## config.mk

```make
export PLATFORM = sky130hd
export DESIGN_NAME = nios2_div_cell
export DESIGN_NICKNAME = d
export VERILOG_FILES = /design/src/rtl/nios2_div_cell.sv
export SDC_FILE = /design/constraint.sdc
export NUM_CORES = 1
export LEC_CHECK = 0
export ABC_AREA = 1
export CAP_MARGIN = 0
export CORE_MARGIN = 8
export CORE_UTILIZATION = 45
export CTS_CLUSTER_DIAMETER = 100
export DETAILED_ROUTE_END_ITERATION = 7
export DONT_BUFFER_PORTS = 1
export GPL_TIMING_DRIVEN = 0
export SKIP_CTS_REPAIR_TIMING = 1
export SLEW_MARGIN = 0
export SYNTH_ARGS = -nofsm -noshare
export SYNTH_HDL_FRONTEND = slang
export SYNTH_SLANG_ARGS = --single-unit
```

## constraint.sdc

```tcl
create_clock -name clk -period 6.1 [get_ports clk]
set_clock_uncertainty 0.15 [all_clocks]
set_input_delay 0.61 -clock clk [delete_from_list [all_inputs] [get_ports clk]]
set_output_delay 0.61 -clock clk [all_outputs]
set_load 0.05 [all_outputs]
```

## src/rtl/nios2_div_cell.sv

```systemverilog
// nios2_div_cell: iterative radix-2 non-restoring divider for div/divu.
// One quotient bit per cycle over operand magnitudes, then a sign-fix cycle.
module nios2_div_cell #(
  parameter int unsigned WIDTH = 32
) (
  input  logic             clk,
  input  logic             reset,
  input  logic             E_div_start,
  input  logic             E_ctrl_div_signed,
  input  logic [WIDTH-1:0] E_src1,
  input  logic [WIDTH-1:0] E_src2,
  input  logic             E_div_abort,
  output logic             M_div_busy,
  output logic             M_div_done,
  output logic [WIDTH-1:0] M_div_quot,
  output logic [WIDTH-1:0] M_div_rem
);

  localparam int unsigned CW = (WIDTH > 1) ? $clog2(WIDTH) : 1;

  typedef enum logic [1:0] {S_IDLE, S_ITER, S_FIX} state_t;

  state_t           state;
  state_t           state_nxt;
  logic [CW-1:0]    cnt;
  logic [WIDTH:0]   rem;
  logic [WIDTH:0]   dvs;
  logic [WIDTH-1:0] quo;
  logic [WIDTH-1:0] raw_dvd;
  logic             q_neg;
  logic             r_neg;
  logic             div_zero;

  logic             load_c;
  logic             iter_c;
  logic             fix_c;
  logic             abort_c;

  logic [WIDTH-1:0] dvd_mag;
  logic [WIDTH-1:0] dvs_mag;
  logic [WIDTH:0]   shifted;
  logic [WIDTH:0]   rem_step;
  logic [WIDTH-1:0] rem_fix;
  logic [WIDTH-1:0] quot_res;
  logic [WIDTH-1:0] rem_res;

  // State register
  always_ff @(posedge clk) begin
    if (reset) state <= S_IDLE;
    else       state <= state_nxt;
  end

  // Next-state logic; abort only matters once an operation is in flight
  always_comb begin
    state_nxt = state;
    case (state)
      S_IDLE: if (E_div_start) state_nxt = S_ITER;
      S_ITER: begin
        if (E_div_abort)    state_nxt = S_IDLE;
        else if (cnt == '0) state_nxt = S_FIX;
      end
      S_FIX:   state_nxt = S_IDLE;
      default: state_nxt = S_IDLE;
    endcase
  end

  // Datapath control decode from current state
  always_comb begin
    load_c  = 1'b0;
    iter_c  = 1'b0;
    fix_c   = 1'b0;
    abort_c = 1'b0;
    case (state)
      S_IDLE: load_c = E_div_start;
      S_ITER: begin
        iter_c  = ~E_div_abort;
        abort_c = E_div_abort;
      end
      S_FIX: begin
        fix_c   = ~E_div_abort;
        abort_c = E_div_abort;
      end
      default: ;
    endcase
  end

  // Operand magnitudes, one iteration step, and final sign correction
  always_comb begin
    dvd_mag  = (E_ctrl_div_signed & E_src1[WIDTH-1]) ? WIDTH'(WIDTH'(0) - E_src1) : E_src1;
    dvs_mag  = (E_ctrl_div_signed & E_src2[WIDTH-1]) ? WIDTH'(WIDTH'(0) - E_src2) : E_src2;
    shifted  = {rem[WIDTH-1:0], quo[WIDTH-1]};
    rem_step = rem[WIDTH] ? (WIDTH+1)'(shifted + dvs) : (WIDTH+1)'(shifted - dvs);
    rem_fix  = rem[WIDTH] ? WIDTH'(rem[WIDTH-1:0] + dvs[WIDTH-1:0]) : rem[WIDTH-1:0];
    quot_res = q_neg ? WIDTH'(WIDTH'(0) - quo) : quo;
    rem_res  = r_neg ? WIDTH'(WIDTH'(0) - rem_fix) : rem_fix;
    if (div_zero) begin
      quot_res = '1;
      rem_res  = raw_dvd;
    end
  end

  // Operand latch, iteration registers and result registers
  always_ff @(posedge clk) begin
    if (reset) begin
      cnt        <= '0;
      rem        <= '0;
      dvs        <= '0;
      quo        <= '0;
      raw_dvd    <= '0;
      q_neg      <= 1'b0;
      r_neg      <= 1'b0;
      div_zero   <= 1'b0;
      M_div_busy <= 1'b0;
      M_div_done <= 1'b0;
      M_div_quot <= '0;
      M_div_rem  <= '0;
    end else begin
      M_div_done <= fix_c;
      if (load_c) begin
        rem        <= '0;
        quo        <= dvd_mag;
        dvs        <= {1'b0, dvs_mag};
        raw_dvd    <= E_src1;
        q_neg      <= E_ctrl_div_signed & (E_src1[WIDTH-1] ^ E_src2[WIDTH-1]);
        r_neg      <= E_ctrl_div_signed & E_src1[WIDTH-1];
        div_zero   <= (E_src2 == '0);
        cnt        <= CW'(WIDTH - 1);
        M_div_busy <= 1'b1;
      end
      if (iter_c) begin
        rem <= rem_step;
        quo <= {quo[WIDTH-2:0], ~rem_step[WIDTH]};
        if (cnt != '0) cnt <= CW'(cnt - CW'(1));
      end
      if (fix_c) begin
        M_div_quot <= quot_res;
        M_div_rem  <= rem_res;
      end
      if (fix_c | abort_c) M_div_busy <= 1'b0;
    end
  end

endmodule

```

Word level (Yosys, flattened, before mapping). Index checks and enable logic that the tools add are counted.

Register bits after elaboration: 205. Bits in latches: 0. Memory bits (writable): 0. ROM bits: 0. Bits of input ports: 69. Output and inout port bits: 66. Word-level logic and storage cells: 63. Memories: 0.

Add/subtract/negate cells: 8. $mul: 0. Div/mod/pow operators: 0. $lt $le $gt $ge: 0. Eq/ne operators: 4. Shift-type cells: 0. Mux-type cells: 23. Bitwise operators: 7. Reductions and logical operators: 8.

Operators by type and width (number): $mux W32 (9); $sub A1 B32 Y32 const A (4); $mux W33 (3); $add A33 B32 Y33 (1); $sub A33 B32 Y33 (1); $add A32 B32 Y32 (1); $logic_not A32 Y1 (1); $mux W5 (3); $mux W2 (3); $logic_not A5 Y1 (1); $reduce_bool A5 Y1 (1); $sub A5 B1 Y5 const B (1); $mux W1 (4); $pmux W2 S2 (1); $reduce_or A2 Y1 (2); $and A1 B1 Y1 (3); $ne A3 B3 Y1 const B (1); $eq A2 B1 Y1 const B (1); $eq A2 B2 Y1 const B (1); $logic_not A2 Y1 (1); $ne A2 B2 Y1 const B (1); $not A1 Y1 (2); $reduce_and A2 Y1 (1); $reduce_bool A2 Y1 (1); other kinds (2) (2).

Longest topological paths before layout. Gate-level depths: netlist of the first run.

Word-level depth: 5. Depth in mapped cells: 25. Mapped depth without buffers: 25.

Worst setup path before layout of the first run. No wires, ideal clock.

Path type: register to register. Start: register rem[32]. End: register rem[30]. Setup time: 0.132 ns. Data arrival time: 3.311 ns. Data required time: 5.818 ns. Setup slack: 2.507 ns. Cell stages (with the launch flop): 24. Buffers on the path: 6. Clock period less this slack: 3.593 ns. Cells stage by stage: dfxtp_1 buf_4 buf_6 buf_6 clkbuf_1 buf_2 clkbuf_1 nand2_1 o21ai_0 inv_1 fa_1 inv_1 nand2_1 o21ai_0 a21oi_1 inv_1 nand3_1 nand3_1 a21o_1 a21boi_0 nor2_1 nor2_1 nand2_1 a21oi_1.

Word-level cells in the longest chain between the ends: 2.

Ends and longest elaborated chain: start, declared (RTL line 26) `logic [WIDTH:0] rem;`; start signal, assigned (RTL line 131) `rem <= rem_step;`; $mux W33 (RTL line 92) `rem_step = rem[WIDTH] ? (WIDTH+1)'(shifted + dvs) : (WIDTH+1)'(shifted - dvs);`; $mux W33 (RTL line 130) `if (iter_c) begin`.

No other way between the ends. A chain may end at the register's enable or synchronous reset.

Final worst setup path of the first run.
Start: register rem[32]. End: register rem[31].

The elaborated chain is that of the path after synthesis.

==> run summary, run 1 <==
The flow ran to the end, and the final reports show no timing, DRC or antenna violations. The number of buffers and inverters on the critical path is 6. For this block, the via count after detailed routing is 16800. The first global-routing pass estimated 89000 um of wire. From left edge to right edge, the die measures 204 um. In the synthesized netlist, the number of instances is 2566. For the net count reported at finish, the log shows 2736. The kind of critical path was reg -> reg.

Height of the die: 204 um. During placement, the flow inserted port buffers numbering 0. The post-route clock period utilization came out at 83.9%.

For the worst-skew pair, the clock arrives at the later sink with an insertion delay of 570 ps. Clock-pin slew was measured on the worst setup and hold paths at 60 ps. STA classifies the critical path endpoint as a flop. The run gives 5.86 ps as the tightest hold margin. Summing all flip-flop and latch instances after layout gives 4100 um^2. The share of final-layout standard cells stronger than drive strength 1 is 6.28%. In the routed design, unresolved DRC markers number 0. Entering global routing, the biggest net connects 14 pins. Aggregate negative setup slack: 0 ps.

Row generation in the floorplan step produced 69 rows. The largest individual stage delay along the critical path comes from the cell sky130_fd_sc_hd__o21ai_0. STA puts the critical path data required time at 6360 ps. Sequential share of the synthesized area: 25.8%.

Number of stages on the worst hold path: 1. For the final number of max-transition violations, the log shows 0. The tree built by TritonCTS fans out to 205 sinks. The floorplan step defined a die boundary enclosing 41700 um^2. The logs give 195 MHz for the top achievable clock speed and 58000 um for the final wirelength. Setup repair after global routing left no endpoint under its margin. Final count of hold timing violations: 0. For the arrival time at the worst endpoint, the log shows 5380 ps. During I/O placement, the number of pins put on the boundary was 135. The critical path's most frequent cell is sky130_fd_sc_hd__a21oi_1. Among all flip-flop cells after synthesis, the most frequent one is sky130_fd_sc_hd__dfxtp_1. For the relative max-transition margin, the log shows 37.6%. Yosys mapped a number of flops with a built-in enable equal to 0. After synthesis the cells add up to 15900 um^2. The tools report the global placer's final weighted congestion as 0.950. The logs give 47800 um for the placed wire-length estimate after detailed placement and 0 for the number of setup violations in the final report. After detailed placement, the total cell area comes to 16500 um^2. The detailed router finished its first iteration with 1464 violations. The Yosys step of the flow raised 0 warnings.

The initial utilization of the core area, before any placement, comes to 45.2%. Summing all multi-input logic gate instances after layout gives 10200 um^2. Max-cap violations in this run came to 0. Residual overflow from global routing: 0. The power density over cell area came out at 265 nW/um^2. The number of antenna violations at the first check in global routing was 4; the post-synthesis area per instance was 6.21 um^2. The worst setup path is launched from a flop. The first detailed-routing pass ran for 6 iterations.

The worst-case IR drop observed on VDD is 0.000217 V. Largest delay contributor family on the critical path: buffers and inverters. The run gives 0 as the count of antenna-violating nets left after detailed routing. Total CTS buffers: 25. The overall fraction of global-route tracks in use was 27.1%. The run gives 15600 as the via count of the first global-routing pass. The pin slew with the least headroom to its limit works out to 927 ps.

In this run, distinct cell masters in the synthesized netlist total 54. With fillers left out, the area of the finished cells amounts to 17400 um^2. Level count of the clock H-tree: 1. The path class of the tightest hold or removal check is in -> reg.

From synthesis to final layout, the design area changed by 8.94%. In this run, synthesis produced a sequential element count of 205. In this design, the stage delay of the slowest critical-path cell is 560 ps. Counting every net in the synthesized netlist gives 2709. The depth of the critical timing path with buffers and inverters included works out to 20. The depth of the worst register-to-register path was 20; the final critical-path required period was 5120 ps.

The critical path goes through buf_4 > buf_6 > buf_6 > clkbuf_1 > buf_2 > clkbuf_1 > nor2_1 > xor2_1 > ha_1 > nand3_1 > a21oi_1 > nor2_1 > o21ai_0 > nand3_1 > nand3b_1 > a21oi_1 > o21ai_0 > a21oi_1 > o21ai_0 > a21oi_1. The average detailed-routed wire length per instance is 18.9 um, and the count of antenna diodes in the layout is 0. The maximum clock path buffer count was 3.

Of all nets on the critical path, the largest fanout is 10. Root cell of the clock tree: sky130_fd_sc_hd__clkbuf_16. The area of the placeable core was 35200 um^2. For the fill cell instance count of the final layout, the log shows 3732.

The via density per instance is 5.46, and the share of synthesized registers carrying an async set or reset is 0%. The static leakage power was 0.00838 uW. TritonCTS built the clock tree.
-- synth_stat cells (5+ instances only) --
cell | number | area (um^2)
sky130_fd_sc_hd__nand2_1 | 666 | 2500
sky130_fd_sc_hd__inv_1 | 326 | 1220
sky130_fd_sc_hd__nor2_1 | 234 | 878
sky130_fd_sc_hd__a21oi_1 | 232 | 1160
sky130_fd_sc_hd__dfxtp_1 | 205 | 4100
sky130_fd_sc_hd__o21ai_0 | 169 | 846
sky130_fd_sc_hd__nand3_1 | 138 | 691
sky130_fd_sc_hd__clkbuf_1 | 74 | 278
sky130_fd_sc_hd__ha_1 | 72 | 901
sky130_fd_sc_hd__xor2_1 | 62 | 543
sky130_fd_sc_hd__a31oi_1 | 41 | 257
sky130_fd_sc_hd__xnor2_1 | 37 | 324
sky130_fd_sc_hd__or2_2 | 29 | 181
sky130_fd_sc_hd__nand2_2 | 27 | 169
sky130_fd_sc_hd__o221ai_1 | 27 | 236
sky130_fd_sc_hd__nand4_1 | 23 | 144
sky130_fd_sc_hd__nor3_1 | 16 | 80.1
sky130_fd_sc_hd__o211ai_1 | 16 | 120
sky130_fd_sc_hd__nor4_1 | 15 | 93.8
sky130_fd_sc_hd__nor2_2 | 13 | 81.3
sky130_fd_sc_hd__nand3_2 | 12 | 120
sky130_fd_sc_hd__o21ai_1 | 12 | 60.1
sky130_fd_sc_hd__buf_1 | 10 | 37.5
sky130_fd_sc_hd__o21a_1 | 10 | 75.1
sky130_fd_sc_hd__a21o_1 | 9 | 67.6
sky130_fd_sc_hd__inv_2 | 9 | 33.8
sky130_fd_sc_hd__nor3_2 | 9 | 90.1
sky130_fd_sc_hd__a32o_1 | 6 | 60.1
sky130_fd_sc_hd__nand3b_1 | 6 | 45.0
sky130_fd_sc_hd__clkinv_1 | 5 | 18.8
sky130_fd_sc_hd__nor2_4 | 5 | 56.3
sky130_fd_sc_hd__o22ai_1 | 5 | 31.3
-- flip-flops by register name, indices dropped and copies added, names as in the netlist, 2 cells and up --
register,cells
raw_dvd,32
quo,32
state,2
dvs,32
rem,33
M_div_rem,32
cnt,5
M_div_quot,32
-- final timing paths --
kind	start	endpoint	slack [ps]
hold / removal	E_div_abort	M_div_busy	6
setup reg to reg	rem[32]	rem[31]	980
hold reg to reg	raw_dvd[8]	raw_dvd[8]	300
setup / recovery	rem[32]	rem[31]	980
-- placed cells by master, fill, tap and decap left out, types with 16 or more instances in the layout --
cell type | synthesis | final
sky130_fd_sc_hd__nor2_1 | 234 | 234
sky130_fd_sc_hd__xor2_1 | 62 | 62
sky130_fd_sc_hd__nand4_1 | 23 | 23
sky130_fd_sc_hd__clkbuf_1 | 74 | 80
sky130_fd_sc_hd__xnor2_1 | 37 | 37
sky130_fd_sc_hd__o221ai_1 | 27 | 27
sky130_fd_sc_hd__nand2_1 | 666 | 666
sky130_fd_sc_hd__clkbuf_16 | 0 | 25
sky130_fd_sc_hd__a31oi_1 | 41 | 41
sky130_fd_sc_hd__or2_2 | 29 | 29
sky130_fd_sc_hd__dfxtp_1 | 205 | 205
sky130_fd_sc_hd__o21ai_0 | 169 | 169
sky130_fd_sc_hd__ha_1 | 72 | 72
sky130_fd_sc_hd__a21oi_1 | 232 | 232
sky130_fd_sc_hd__nand3_1 | 138 | 138
sky130_fd_sc_hd__nor3_1 | 16 | 16
sky130_fd_sc_hd__inv_1 | 326 | 326
sky130_fd_sc_hd__nand2_2 | 27 | 27
sky130_fd_sc_hd__o211ai_1 | 16 | 16
-- cell families (layout without fill, tap and decap cells) --
group	count (synthesis)	in the layout	synth area share, %
DFF	205	205	25.8
and+or+nand+nor	1205	1205	32.9
xor gates and xnor gates	99	99	5.44
buffers and inverters	431	477	10.3
AOI/OAI and AO/OA	552	552	19.6
adders and majority gates	74	74	5.90
-- routing by layer --
metal	part of all wire, %	vias up	global-route usage, %
met3	8.3	107	5.77
li1	-	8463	-
met5	0	-	0
met2	42	596	41.1
met1	46	7617	37.4
met4	3.7	0	9.39
-- per-stage QoR --
| step | setup WS, ps | utilization (%) | cells | power [uW] |
|---|---|---|---|---|
| finish | 981 | 49.3 | 3073 | 4600 |
| global route | 473 | 49.3 | 3073 | 4870 |
| CTS | 1080 | 49.3 | 3073 | 4600 |
| detailed placement | 1100 | 46.9 | 3027 | 3060 |
| global placement | 1150 | 46.9 | 3027 | 3050 |
| floorplan | 2510 | - | 2566 | 2650 |
-- worst reg2reg max path: stages, from the launching register on --
cell	delay, ps
sky130_fd_sc_hd__dfxtp_1	370
sky130_fd_sc_hd__buf_4	190
sky130_fd_sc_hd__buf_6	180
sky130_fd_sc_hd__buf_6	150
sky130_fd_sc_hd__clkbuf_1	370
sky130_fd_sc_hd__buf_2	370
sky130_fd_sc_hd__clkbuf_1	520
sky130_fd_sc_hd__nor2_1	130
sky130_fd_sc_hd__xor2_1	170
sky130_fd_sc_hd__ha_1	350
sky130_fd_sc_hd__nand3_1	130
sky130_fd_sc_hd__a21oi_1	160
sky130_fd_sc_hd__nor2_1	100
sky130_fd_sc_hd__o21ai_0	560
sky130_fd_sc_hd__nand3_1	160
sky130_fd_sc_hd__nand3b_1	230
sky130_fd_sc_hd__a21oi_1	150
sky130_fd_sc_hd__o21ai_0	240
sky130_fd_sc_hd__a21oi_1	90
sky130_fd_sc_hd__o21ai_0	120
sky130_fd_sc_hd__a21oi_1	80
-- layout make-up --
class | count | share of cell area, %
Multi-Input combinational cell | 1930 | 58.7
Buffer | 91 | 2.12
Clock inverter | 10 | 0.757
Inverter | 340 | 7.35
Sequential cell | 205 | 23.6
Tap cell | 461 | 3.32
Clock buffer | 36 | 4.13
-- power breakdown --
group | switching, uW | internal (uW) | total [uW]
combinational | 1010 | 488 | 1500
clock | 623 | 910 | 1530
sequential | 145 | 1430 | 1570
(Power assumes the default switching activity.)
==> run 2: changes to the inputs <==
clock period = 5.1 ns   (was 6.1 ns; I/O delays follow)
==> run 2 against run 1 <==
  * The run now ends with hold timing left
  * Register-to-register slack worse by 620 ps
  * Wire length hardly changed
  * Die area did not move
  * Power up 20%
  * First-iteration DRC count increased by 2.6%
  * Flip-flop and latch count is the same
  * Critical path type unchanged
  * Critical endpoint is now rem[30]
  * Largest cell class unchanged
  * Highest routed layer unchanged
==> run summary, run 2 (synthesis gave the netlist of run 1 again) <==
For the arrival time at the worst endpoint, the log shows 5070 ps. The type of destination of the critical path was a flop. The total clock sinks is 205, and the final count of hold timing violations is 7. After layout, the worst setup slack is 357 ps. Before antenna repair, the detailed router went through 5 iterations. The count of antenna-violating nets left after detailed routing was 0; the final number of max-transition violations was 0. The startpoint type of the worst setup path is a flop. The number of antenna violations at the first check in global routing came out at 4. The run finished, with violations left.

In the routed layout, each cell is associated on average with a via count of 5.46. The tools report the level count of the clock H-tree as 1. Leaving out fill and tap cells, the most frequent cells in the layout are sky130_fd_sc_hd__nand2_1, sky130_fd_sc_hd__inv_1, sky130_fd_sc_hd__nor2_1. For the net count reported at finish, the log shows 2739.

The detailed router placed 16800 vias in this run. The share of final-layout standard cells stronger than drive strength 1 works out to 6.27%. Counting flops per register, the top entry is rem. Clock tree synthesis inserted a total of 25 buffers.

The checks that failed: hold timing. Detailed placement finished with a half-perimeter wire length of 47800 um. In the final routed layout, each cell accounts on average for 18.8 um. The power density over cell area was 317 nW/um^2; the tightest hold margin was -14.4 ps. During placement, the flow inserted port buffers numbering 0. The kind of critical path is reg -> reg.

Setup repair after global routing left no endpoint under its margin. In this run the core area contains 69 standard-cell rows. The first global-routing pass estimated 89000 um of wire. Summed over all failing endpoints, the final setup total negative slack is 0 ps. The run gives 0.00840 uW as the static leakage power.

The logs give 27.1% for the overall fraction of global-route tracks in use and 5430 ps for the critical path data required time. The tool flagged a number of max-cap violations equal to 0. Flip-flop count of the largest register after layout: 33. The via count of the first global-routing pass was 15600; the area of the placeable core was 35200 um^2. For this run, design rule violations remaining after detail routing come to 0. TritonCTS built the clock tree.

Setup violations remaining at the end of the flow were counted as 0. The final wirelength was 57900 um. The highest fanout seen on the critical path came out at 10. 0 antenna diodes ended up in the layout.

The logs give 14 for the largest net degree at the start of global routing and 37.9% for the relative max-transition margin. The longest clock path from root to sink contains 3 buffers. The worst hold path belongs to the class in -> reg. At the pin with the least slew margin, the transition time is 922 ps.

Most common cell after layout, fill and taps aside: sky130_fd_sc_hd__nand2_1. The logs give 105 ps for the post-place setup slack and 0 for the residual overflow from global routing. Clock latency on the worst-skew pair, taken at its later pin, is 570 ps.

The root cell of the clock tree was sky130_fd_sc_hd__clkbuf_16. The post-synthesis to final-layout area growth is 9.19%, and the die area is 41700 um^2. Clock-pin slew was measured on the worst setup and hold paths at 60 ps.

The top achievable clock speed came out at 211 MHz. Of the available clock period, the critical path in the final layout requires 93.0%. IR analysis of the VDD net gives a maximum drop of 0.000259 V.

The width of the chip is 204 um, and the number of top-level pins is 135. The congestion estimate from routability-driven global placement came to 0.950. In this run the vertical extent of the chip is 204 um. After the first detailed-routing iteration, the DRC count stood at 1502. The initial cell density of the core came out at 45.2%. The clock period could shrink to 4740 ps.
==> run 2: worst max-delay path, stage by stage (launching register included) <==
cell and delay, ps:
sky130_fd_sc_hd__dfxtp_1 330, sky130_fd_sc_hd__inv_1 160, sky130_fd_sc_hd__clkbuf_1 480, sky130_fd_sc_hd__clkbuf_1 450, sky130_fd_sc_hd__clkbuf_1 470, sky130_fd_sc_hd__o21ai_0 210
sky130_fd_sc_hd__xnor2_1 180, sky130_fd_sc_hd__ha_1 360, sky130_fd_sc_hd__a21oi_1 230, sky130_fd_sc_hd__o21ai_0 120, sky130_fd_sc_hd__a21oi_1 260, sky130_fd_sc_hd__inv_1 200
sky130_fd_sc_hd__nand3_1 110, sky130_fd_sc_hd__nand3_1 130, sky130_fd_sc_hd__a21o_1 230, sky130_fd_sc_hd__a21boi_0 250, sky130_fd_sc_hd__nor2_1 70, sky130_fd_sc_hd__nor2_1 80
sky130_fd_sc_hd__nand2_1 70, sky130_fd_sc_hd__a21oi_1 110
==> run 2: metrics by stage <==
step                area, um^2  util, %  cells  hold slack (ps)  power (uW)
floorplan                15900        -   2566              273        3170
global placement         16500     46.9   3027              291        3640
detailed placement       16500     46.9   3027              296        3660
CTS                      17400     49.3   3073             -114        5500
global route             17400     49.4   3076            0.789        5830
finish                   17400     49.4   3076            -14.4        5510
==> run 2: power breakdown <==
group,total [uW],leakage [uW],internal [uW],switching (uW)
clock,1840,0.000415,1090,747
combinational,1790,0.00630,586,1210
sequential,1880,0.00168,1710,174
total,5510,0.00840,3380,2130
==> run 2: layer usage <==
| metal | global-route usage, % | routed length (um) | share of wire [%] |
|---|---|---|---|
| met5 | 0 | 0 | 0 |
| met4 | 9.39 | 2140 | 3.7 |
| met3 | 5.77 | 4860 | 8.4 |
| met2 | 41.1 | 24400 | 42 |
| met1 | 37.4 | 26500 | 46 |
==> run 2: worst paths after layout <==
path	from	slack [ps]	to	depth (start not counted)
min	E_src1[12]	-10	raw_dvd[12]	2
min reg2reg	raw_dvd[17]	310	raw_dvd[17]	2
max	rem[32]	360	rem[30]	19
max reg2reg	rem[32]	360	rem[30]	19
==> run 2: cell type report <==
class / count / area [um^2]
multi-input cells: 1930 / 10200
clock inverters: 10 / 131
fillers: 3730 / 17800
clock buffers: 36 / 717
well taps: 461 / 577
plain buffers: 90 / 367
flip-flops and latches: 205 / 4100
repair buffers: 4 / 40.0
inverters: 340 / 1280
